File: config.mk
export PLATFORM = sky130hd
export DESIGN_NAME = tx_pkt_arbiter
export DESIGN_NICKNAME = d
export VERILOG_FILES = /design/src/rtl/chiplet_types_pkg.sv /design/src/rtl/rr_picker.sv /design/src/rtl/socetlib_counter.sv /design/src/rtl/tx_pkt_arbiter.sv
export SDC_FILE = /design/constraint.sdc
export NUM_CORES = 1
export LEC_CHECK = 0
export ABC_AREA = 1
export CELL_PAD_IN_SITES_DETAIL_PLACEMENT = 0
export CELL_PAD_IN_SITES_GLOBAL_PLACEMENT = 2
export CORE_UTILIZATION = 15
export CTS_CLUSTER_DIAMETER = 50
export DETAILED_ROUTE_END_ITERATION = 8
export PLACE_DENSITY_LB_ADDON = 0.1
export SYNTH_ARGS = -nofsm -noshare
export SYNTH_HDL_FRONTEND = slang
export SYNTH_SLANG_ARGS = --single-unit
File: constraint.sdc
create_clock -name clk -period 3.1 [get_ports clk]
set_input_delay 0.775 -clock clk [delete_from_list [all_inputs] [get_ports clk]]
set_output_delay 0.775 -clock clk [all_outputs]
set_load 0.005 [all_outputs]
File: src/rtl/chiplet_types_pkg.sv
// -----------------------------------------------------------------------------
// chiplet_types_pkg
//  Shared chiplet link types: flit layout, packet-length width, the header
//  length decoder, and the TX arbiter state encoding.
// -----------------------------------------------------------------------------
package chiplet_types_pkg;

   localparam int PKT_LENGTH_WIDTH = 4;
   localparam int FLIT_PAYLOAD_W   = 28;

   // The length field is meaningful only on the header (first) beat of a packet.
   typedef struct packed {
      logic [PKT_LENGTH_WIDTH-1:0] pkt_len;
      logic [FLIT_PAYLOAD_W-1:0]   payload;
   } flit_t;

   typedef enum logic {
      IDLE = 1'b0,
      SEND = 1'b1
   } tx_arb_state_e;

   // Number of flits in the packet announced by a header flit.
   function automatic logic [PKT_LENGTH_WIDTH-1:0] expected_num_flits(input flit_t hdr);
      return hdr.pkt_len;
   endfunction

endpackage

File: src/rtl/rr_picker.sv
// -----------------------------------------------------------------------------
// rr_picker
//  Combinational rotating-priority picker. Searches req starting at ptr,
//  wrapping modulo N, and returns the first set index.
//  Ports:
//   req   in  N          request vector
//   ptr   in  clog2(N)   index with highest priority
//   idx   out clog2(N)   winning index (0 when nothing found)
//   found out 1          at least one request set
// -----------------------------------------------------------------------------
module rr_picker #(
   parameter int N = 3
) (
   input  logic [N-1:0]         req,
   input  logic [$clog2(N)-1:0] ptr,
   output logic [$clog2(N)-1:0] idx,
   output logic                 found
);
   localparam int IW = $clog2(N);

   always_comb begin
      int j;
      j     = 0;
      idx   = '0;
      found = 1'b0;
      // Walk from the lowest priority upward so the closest-to-ptr hit wins last.
      for (int k = N-1; k >= 0; k--) begin
         j = int'(ptr) + k;
         if (j >= N) j = j - N;
         if (req[j]) begin
            idx   = IW'(j);
            found = 1'b1;
         end
      end
   end

endmodule

File: src/rtl/socetlib_counter.sv
// -----------------------------------------------------------------------------
// socetlib_counter
//  Rollover counter: counts enabled events 0 .. overflow_val-1, then wraps.
//  Ports:
//   clk           in  1      clock
//   n_rst         in  1      asynchronous active-low reset
//   clear         in  1      synchronous clear (priority over count_enable)
//   count_enable  in  1      increment this cycle
//   overflow_val  in  NBITS  terminal count (number of states)
//   count_out     out NBITS  current count
//   overflow_flag out 1      count_out is the last value before wrap
// -----------------------------------------------------------------------------
module socetlib_counter #(
   parameter int NBITS = 4
) (
   input  logic             clk,
   input  logic             n_rst,
   input  logic             clear,
   input  logic             count_enable,
   input  logic [NBITS-1:0] overflow_val,
   output logic [NBITS-1:0] count_out,
   output logic             overflow_flag
);
   logic [NBITS-1:0] r_count;

   assign count_out     = r_count;
   assign overflow_flag = (r_count == (overflow_val - NBITS'(1)));

   always_ff @(posedge clk or negedge n_rst) begin
      if (!n_rst)              r_count <= '0;
      else if (clear)          r_count <= '0;
      else if (count_enable)   r_count <= overflow_flag ? '0 : r_count + NBITS'(1);
   end

endmodule

File: src/rtl/tx_pkt_arbiter.sv
// -----------------------------------------------------------------------------
// tx_pkt_arbiter
//  Packet-level round-robin arbiter for the endpoint TX injection port. The
//  winner keeps the port until the last flit of its packet is accepted; packet
//  length is decoded from the header flit.
//  Optional: `define TX_ARB_WATCHDOG_EN adds a stall watchdog that abandons a
//  packet whose source stops presenting flits for STALL_TIMEOUT cycles.
//  Ports:
//   clk        in  1            clock
//   n_rst      in  1            asynchronous active-low reset
//   req_valid  in  NREQ         requester i presents a flit
//   req_flit   in  NREQ x flit  flit of each requester
//   req_pop    out NREQ         one-hot: flit of requester i consumed
//   out_valid  out 1            flit valid toward switch
//   out_flit   out flit         flit toward switch (0 when idle)
//   out_ready  in  1            switch accepts flit
//   busy       out 1            packet in progress
//   stall_err  out 1            sticky watchdog error (0 without watchdog)
// -----------------------------------------------------------------------------
module tx_pkt_arbiter
   import chiplet_types_pkg::*;
#(
   parameter int NREQ          = 3,
   parameter int STALL_TIMEOUT = 64
) (
   input  logic                clk,
   input  logic                n_rst,
   input  logic [NREQ-1:0]     req_valid,
   input  flit_t [NREQ-1:0]    req_flit,
   output logic [NREQ-1:0]     req_pop,
   output logic                out_valid,
   output flit_t               out_flit,
   input  logic                out_ready,
   output logic                busy,
   output logic                stall_err
);
   localparam int GW = $clog2(NREQ);

   tx_arb_state_e               r_state, w_state_nxt;
   logic [GW-1:0]               r_grant, r_rr_ptr, w_pick_idx, w_grant_inc;
   logic                        w_found, w_sel_valid, w_accept, w_hdr_beat;
   logic                        w_last, w_done, w_arb, w_stall_abort;
   logic [PKT_LENGTH_WIDTH-1:0] r_pkt_len, w_count, w_hdr_len, w_eff_len;

   rr_picker #(.N(NREQ)) u_rr_picker (
      .req   (req_valid),
      .ptr   (r_rr_ptr),
      .idx   (w_pick_idx),
      .found (w_found)
   );

   assign w_sel_valid = req_valid[r_grant];
   assign busy        = (r_state == SEND);
   assign out_valid   = busy & w_sel_valid;
   assign out_flit    = busy ? req_flit[r_grant] : '0;
   assign w_accept    = out_valid & out_ready;
   assign w_arb       = (r_state == IDLE) & w_found;

   always_comb begin
      req_pop = '0;
      for (int i = 0; i < NREQ; i++) req_pop[i] = w_accept & (r_grant == GW'(i));
   end

   // On the header beat the stored length is stale, so use the live decode.
   // A zero-length header still carries one flit.
   assign w_hdr_beat = (w_count == '0);
   assign w_hdr_len  = expected_num_flits(out_flit);
   assign w_eff_len  = w_hdr_beat ? ((w_hdr_len == '0) ? PKT_LENGTH_WIDTH'(1) : w_hdr_len)
                                  : r_pkt_len;
   assign w_done     = w_accept & w_last;

   assign w_grant_inc = (r_grant == GW'(NREQ-1)) ? '0 : r_grant + GW'(1);

   socetlib_counter #(.NBITS(PKT_LENGTH_WIDTH)) u_flit_cnt (
      .clk           (clk),
      .n_rst         (n_rst),
      .clear         (w_arb),
      .count_enable  (w_accept),
      .overflow_val  (w_eff_len),
      .count_out     (w_count),
      .overflow_flag (w_last)
   );

   // FSM
   always_ff @(posedge clk or negedge n_rst) begin
      if (!n_rst) r_state <= IDLE;
      else        r_state <= w_state_nxt;
   end

   always_comb begin
      w_state_nxt = r_state;
      case (r_state)
         IDLE:    if (w_found) w_state_nxt = SEND;
         SEND:    if (w_done | w_stall_abort) w_state_nxt = IDLE;
         default: w_state_nxt = IDLE;
      endcase
   end

   // Grant, round-robin pointer and latched packet length
   always_ff @(posedge clk or negedge n_rst) begin
      if (!n_rst) begin
         r_grant   <= '0;
         r_rr_ptr  <= '0;
         r_pkt_len <= '0;
      end else begin
         if (w_arb)                             r_grant   <= w_pick_idx;
         if (w_accept & w_hdr_beat)             r_pkt_len <= w_eff_len;
         // Pointer moves past the requester just served (or just abandoned).
         if (busy & (w_done | w_stall_abort))   r_rr_ptr  <= w_grant_inc;
      end
   end

`ifdef TX_ARB_WATCHDOG_EN
   localparam int SW = $clog2(STALL_TIMEOUT) + 1;

   logic [SW-1:0] r_stall_cnt;
   logic          r_stall_err;
   logic          w_stalled;

   // Only an absent source counts as a stall; backpressure from the switch does not.
   assign w_stalled     = busy & ~w_sel_valid;
   assign w_stall_abort = w_stalled & (r_stall_cnt == SW'(STALL_TIMEOUT-1));
   assign stall_err     = r_stall_err;

   always_ff @(posedge clk or negedge n_rst) begin
      if (!n_rst) begin
         r_stall_cnt <= '0;
         r_stall_err <= 1'b0;
      end else begin
         if (!w_stalled || w_stall_abort) r_stall_cnt <= '0;
         else                             r_stall_cnt <= r_stall_cnt + SW'(1);
         if (w_stall_abort)               r_stall_err <= 1'b1;
      end
   end
`else
   assign w_stall_abort = 1'b0;
   assign stall_err     = 1'b0;
`endif

endmodule

# Word level (Yosys, flattened, before mapping)
# Cells that the tools add are included.
# totals
input_bits,102
latchBits,0
regBits,13
rom_bits,0
memories,0
ram_bits,0
wordCells,69
# classes
reduce_logical,4
div,0
eq_ne,3
multipliers,0
n_lt_le_gt_ge,7
shift,0
n_bitwise,10
add_sub_neg,8
muxes,32
# op_table
cell,count
2-to-1 mux 32 bit,5
less-than comparator 32 x 4 -> 1 bit (second input constant),3
binary-select mux 32 bit (select 2 bit),1
>= comparator 32 x 3 -> 1 bit (second input constant),2
subtractor 32 x 3 -> 32 bit (second input constant),2
2-to-1 mux 4 bit,5
2-to-1 mux 1 bit,12
bitwise AND 1 bit,9
binary-select mux 1 bit (select 2 bit),4
logical NOT 4 bit,2
2-to-1 mux 2 bit,4
adder 4 x 1 -> 4 bit (second input constant),1
equality test 4 bit,1
subtractor 4 x 1 -> 4 bit (second input constant),1
adder 2 x 1 -> 3 bit (second input constant),1
adder 2 x 2 -> 3 bit (second input constant),1
less-than comparator 2 x 3 -> 1 bit (second input constant),1
subtractor 2 x 2 -> 3 bit (second input constant),1
adder 2 x 1 -> 2 bit (second input constant),1
equality test 2 x 1 -> 1 bit (second input constant),1
equality test 2 bit (second input constant),1
>= comparator 2 bit (second input constant),1
logical NOT 2 bit,1
case mux 1 bit (2 select lines),1
2 further kinds,2

# Logic depth before layout (Yosys ltp)
# depth
depth_word,11
ltp_mapped,18
ltp_nobuf,17

# Modules after synthesis
# A second synthesis with hierarchy kept.
# unflattened
cells_unflattened,371
hier_area_um2,1958.1
# modules_own_cells
module,n_inst,cells_per_inst,area_each_um2
tx_pkt_arbiter,1,279,1403.8
socetlib_counter,1,51,344.1
rr_picker,1,41,210.2

# Worst setup path after synthesis
# Ideal clock, no wire load.
# synth_path
path_kind,input to register
startpoint,input port req_flit[94] (netlist bit)
endpoint,"register r_state, in the netlist busy"
path_buffers,0
setup_ns,0.118
path_stages,15
t_arrival_ns,2.210
path_slack_ns,0.773
required_time_ns,2.982
cell_sequence,nand3_1 nand3_1 nand2_1 nand3_2 nand2_2 nand2_4 ha_1 xor2_1 nand2_1 nor2_1 nand2_1 nor2_4 nand3_2 nand2_1 nand2_1
# synth_between
elab_chain_len,11
# synth_rtl
item,line_no,rtl
"start, declared",tx_pkt_arbiter.sv:29,"input flit_t [NREQ-1:0] req_flit,"
binary-select mux 32 bit (select 2 bit) (*),tx_pkt_arbiter.sv:55,assign out_flit = busy ? req_flit[r_grant] : '0;
2-to-1 mux 32 bit (not written as such) (*),tx_pkt_arbiter.sv:55,
2-to-1 mux 32 bit (*),tx_pkt_arbiter.sv:55,
logical NOT 4 bit,tx_pkt_arbiter.sv:68,assign w_eff_len = w_hdr_beat ? ((w_hdr_len == '0) ? PKT_LENGTH_WIDTH'(1) : w_hdr_len)
2-to-1 mux 4 bit (*) (2 in a row),tx_pkt_arbiter.sv:68,
subtractor 4 x 1 -> 4 bit (*),socetlib_counter.sv:27,assign overflow_flag = (r_count == (overflow_val - NBITS'(1)));
equality test 4 bit (*),socetlib_counter.sv:27,
bitwise AND 1 bit (*),tx_pkt_arbiter.sv:70,assign w_done = w_accept & w_last;
2-to-1 mux 1 bit (*),tx_pkt_arbiter.sv:94,SEND: if (w_done | w_stall_abort) w_state_nxt = IDLE;
case mux 1 bit (2 select lines) (*),tx_pkt_arbiter.sv:92,case (r_state)
named net w_state_nxt,tx_pkt_arbiter.sv:39,"tx_arb_state_e r_state, w_state_nxt;"
"end signal, assigned",tx_pkt_arbiter.sv:87,else r_state <= w_state_nxt;
"end, declared",tx_pkt_arbiter.sv:39,
# Mark *: on every way through the listed nets, which the timed path passes. The rest lies on a longest branch. The select of a mux whose other input is x is not followed.
# A chain may end at the register's enable or synchronous reset.

# Final worst setup path
# layout_path
startpoint,input port req_valid[1]
endpoint,output port out_valid
# layout_between
elab_chain_len,3
# layout_rtl
item,line_no,rtl
"start, declared",tx_pkt_arbiter.sv:28,"input logic [NREQ-1:0] req_valid,"
binary-select mux 1 bit (select 2 bit),tx_pkt_arbiter.sv:52,assign w_sel_valid = req_valid[r_grant];
2-to-1 mux 1 bit (not written as such),tx_pkt_arbiter.sv:52,
bitwise AND 1 bit,tx_pkt_arbiter.sv:54,assign out_valid = busy & w_sel_valid;
"end, declared",tx_pkt_arbiter.sv:31,"output logic out_valid,"
# Every way passes these cells. The select of a mux whose other input is x is not followed.

==> flow_metrics.tcl <==
set metrics [dict create \
    met1Wirelength_um 3930 \
    num_antenna_cells 0 \
    net_count_synth 458 \
    total_power_mw 3.33 \
    cts.reportedPaths.clkPinSlew_ns 0.05 \
    route.met3.wl_um 490 \
    layout_setup_ws_ns 0.0938 \
    post_route_cells_drive_above_1_share_pct 9.53 \
    critical_path.max_fanout 2 \
    number_of_storage_elements_in_the_synthesis_netlist 13 \
    finalCriticalPeriod_ns 3.01 \
    sink_count 13 \
    synth_area_um2 1890 \
    post_cts_hold_buffer_count 0 \
    initial_drt_pass_iterations 4 \
    track_usage_pct 12.8 \
    ys_warn_count 0 \
    remaining_drc_errors 0 \
    pre_cts_slack_ns -0.165 \
    grt.overflow.total 0 \
    total_leakage_power_nw 1.80 \
    via_per_inst 3.90 \
    core_area_um2 12200 \
    cts_made_buffers 3 \
    chipHeight_um 114 \
    gp_congestion 0.720 \
    synth.distinct_cells 34 \
    finalSetupViolations 0 \
    dp_hpwl_um 6710 \
    postRouteWirelength_um 8550 \
    critical_register_to_register_path_startpoint "r_grant[1]" \
    critical-path-top-cell-by-count "sky130_fd_sc_hd__clkdlybuf4s50_1" \
    postRouteAntennaNets 0 \
    grt_first_pass_wirelength_um 13000 \
    post_synth_inst_count 351 \
    power-per-cell-area_nw_per_um2 916 \
    final.setup_skew_ns 0.00195 \
    tightestPinTransition_ns 0.631 \
    row_count 40 \
    outcome "completed" \
    report.final.hold_viol_count 0 \
    dieArea_um2 13100 \
    first_global_vias 2453 \
    slowest_stage "sky130_fd_sc_hd__clkdlybuf4s50_1" \
    timing.critical_path.slowest_cell_delay_ns 0.49 \
    topRoutingLayerUsed "met4" \
    synth_sequential_area_ratio_pct 17.2 \
    rsz0062_at_grt "false" \
    clk_path_buf_depth 2 \
    regToRegSetupSlack_ns 0.38 \
    dieWidth_um 114 \
    clock_tree.htree_level_count 1 \
    starting_density_of_the_core_pct 15.6 \
    cts_root_buffer "sky130_fd_sc_hd__clkbuf_16" \
    holdCritPathClass "flip-flop to flip-flop" \
    vias_after_detailed_routing 2580 \
    tritoncts "done" \
    clk-insertion-delay-late_ns 0.24 \
    final_max_slew_viol_count 0 \
    critical_path.endpoint_type "output pin" \
    grt_start_max_net_pins 32 \
    ir_worst_vdd_mv 0.358 \
    final_tns_setup_ns 0 \
    final_min_period_over_clock_period_pct 97.0 \
    yosysTopAreaCell "sky130_fd_sc_hd__nand2_1" \
    timing.fmax_mhz 333 \
    area_growth_pct 91.9 \
    hp-start "r_pkt_len[2]" \
    drt-initial-drc-count 106 \
    max_cap_violations 0 \
    final_core_utilization_pct 29.9 \
    wl_per_instance_um 12.9 \
    port_buffers 138 \
    met2_wirelength_um 4080 \
    antenna_found_initial 0 \
    syn-mean-instance-area_um2 5.39 \
    cp.required_ns 2.32 \
    max_slew_margin_pct 57.8 \
    yosysTopAreaCellShare_pct 30.4 \
    synthTopCellsByArea "sky130_fd_sc_hd__nand2_1, sky130_fd_sc_hd__dfrtp_1, sky130_fd_sc_hd__nand3_1, sky130_fd_sc_hd__inv_1, sky130_fd_sc_hd__ha_1" \
    worstPathCellList "clkdlybuf4s50_1 > inv_1 > o221ai_1 > nand2_1 > inv_2 > buf_4 > clkdlybuf4s50_1" \
    worst-setup-path-type "input pin to output pin" \
    number_of_top_level_pins 140 \
    worstSetupStartpoint "req_valid[1]" \
    crit_path_start_kind "input pin" \
    worst_path_arrival_time_ns 2.23 \
    finalNetCount 601 \
]
-- through the flow --
stage                     cell area [µm²]  hold WS, ns  std cells
after global routing                 3630        0.550        661
final                                3630        0.509        661
after global placement               3550        0.485        657
after floorplan                      1890        0.459        351
after CTS                            3630        0.511        661
after detailed placement             3550        0.497        657
-- synth_stat cells, drive strengths merged --
cell,n
a21boi,1
a21oi,8
a22oi,1
a31oi,1
buf,10
clkbuf,5
conb,1
dfrtp,13
ha,5
inv,57
nand2,163
nand3,51
nand4,2
nor2,14
nor3,3
o21ai,9
o221ai,1
o22ai,1
or2,1
xnor2,1
xor2,3
-- state kept, by name (all words and copies together), names as in the netlist --
name                  flops
r_pkt_len                 4
u_flit_cnt.count_out      4
busy                      1
r_rr_ptr                  2
r_grant                   2
-- power breakdown --
group / switching [mW] / internal [mW] / total (mW)
logic: 1.42 / 1.31 / 2.73
registers: 0.106 / 0.239 / 0.345
clock network: 0.0821 / 0.172 / 0.254
-- final cells by class --
cell class	count	area (µm²)
Clock buffer	3	75.1
Clock inverter	1	5.00
Fill cell	1378	8530
Inverter	57	219
Multi-Input combinational cell	266	1270
Sequential cell	13	327
Tap cell	168	210
Timing Repair Buffer	153	1530
-- final timing paths --
kind                                            to  cells after the start
max                                      out_valid                      7
min                                   r_pkt_len[2]                      2
max reg2reg                u_flit_cnt.count_out[3]                     17
min reg2reg                           r_pkt_len[2]                      2
max in group asynchronous               r_grant[0]                      1
min in group asynchronous             r_pkt_len[3]                      1
-- layer usage --
metal / global-route usage, % / up-vias
met5: 0 / -
met4: 2.16 / 0
met3: 1.91 / 4
met2: 23.2 / 76
met1: 16.1 / 1142
li1: - / 1358
-- cells by family (layout without fill, tap and decap cells) --
group / after synthesis / in the layout / share of synthesized area (%)
buf+inv: 72 / 214 / 15.8
flops: 13 / 13 / 17.2
compound gates: 22 / 22 / 6.94
simple gates: 234 / 234 / 54.7
xor+xnor: 4 / 4 / 1.85
fa+ha+maj: 5 / 5 / 3.31
other cells: 1 / 1 / 0.198
-- critical path, delay by kind of cell --
| family | cells | cell delay [ns] |
|---|---|---|
| buffers and inverters | 5 | 1.19 |
| AO/OA/AOI/OAI | 1 | 0.18 |
| AND/OR/NAND/NOR | 1 | 0.08 |
-- what timing repair did --
action / CTS / global route
pin swaps: 0 / 0
resized for setup: 3 / 1
endpoints found under the hold margin: 0 / 0
buffers inserted: 0 / 0
setup endpoints to repair: 3 / 24
-- cells in the final DEF (no fill, tap or decap), types with 4 or more instances in the layout --
master / n
sky130_fd_sc_hd__nand2_1: 153
sky130_fd_sc_hd__clkdlybuf4s50_1: 135
sky130_fd_sc_hd__inv_1: 49
sky130_fd_sc_hd__nand3_1: 47
sky130_fd_sc_hd__dfrtp_1: 12
sky130_fd_sc_hd__buf_4: 12
sky130_fd_sc_hd__nor2_1: 11
sky130_fd_sc_hd__nand2_2: 8
sky130_fd_sc_hd__a21oi_1: 7
sky130_fd_sc_hd__inv_2: 6
sky130_fd_sc_hd__o21ai_0: 5
sky130_fd_sc_hd__ha_1: 5
sky130_fd_sc_hd__nand3_2: 4
sky130_fd_sc_hd__o21ai_1: 4
No activity file was read; power rests on OpenSTA's default activity.
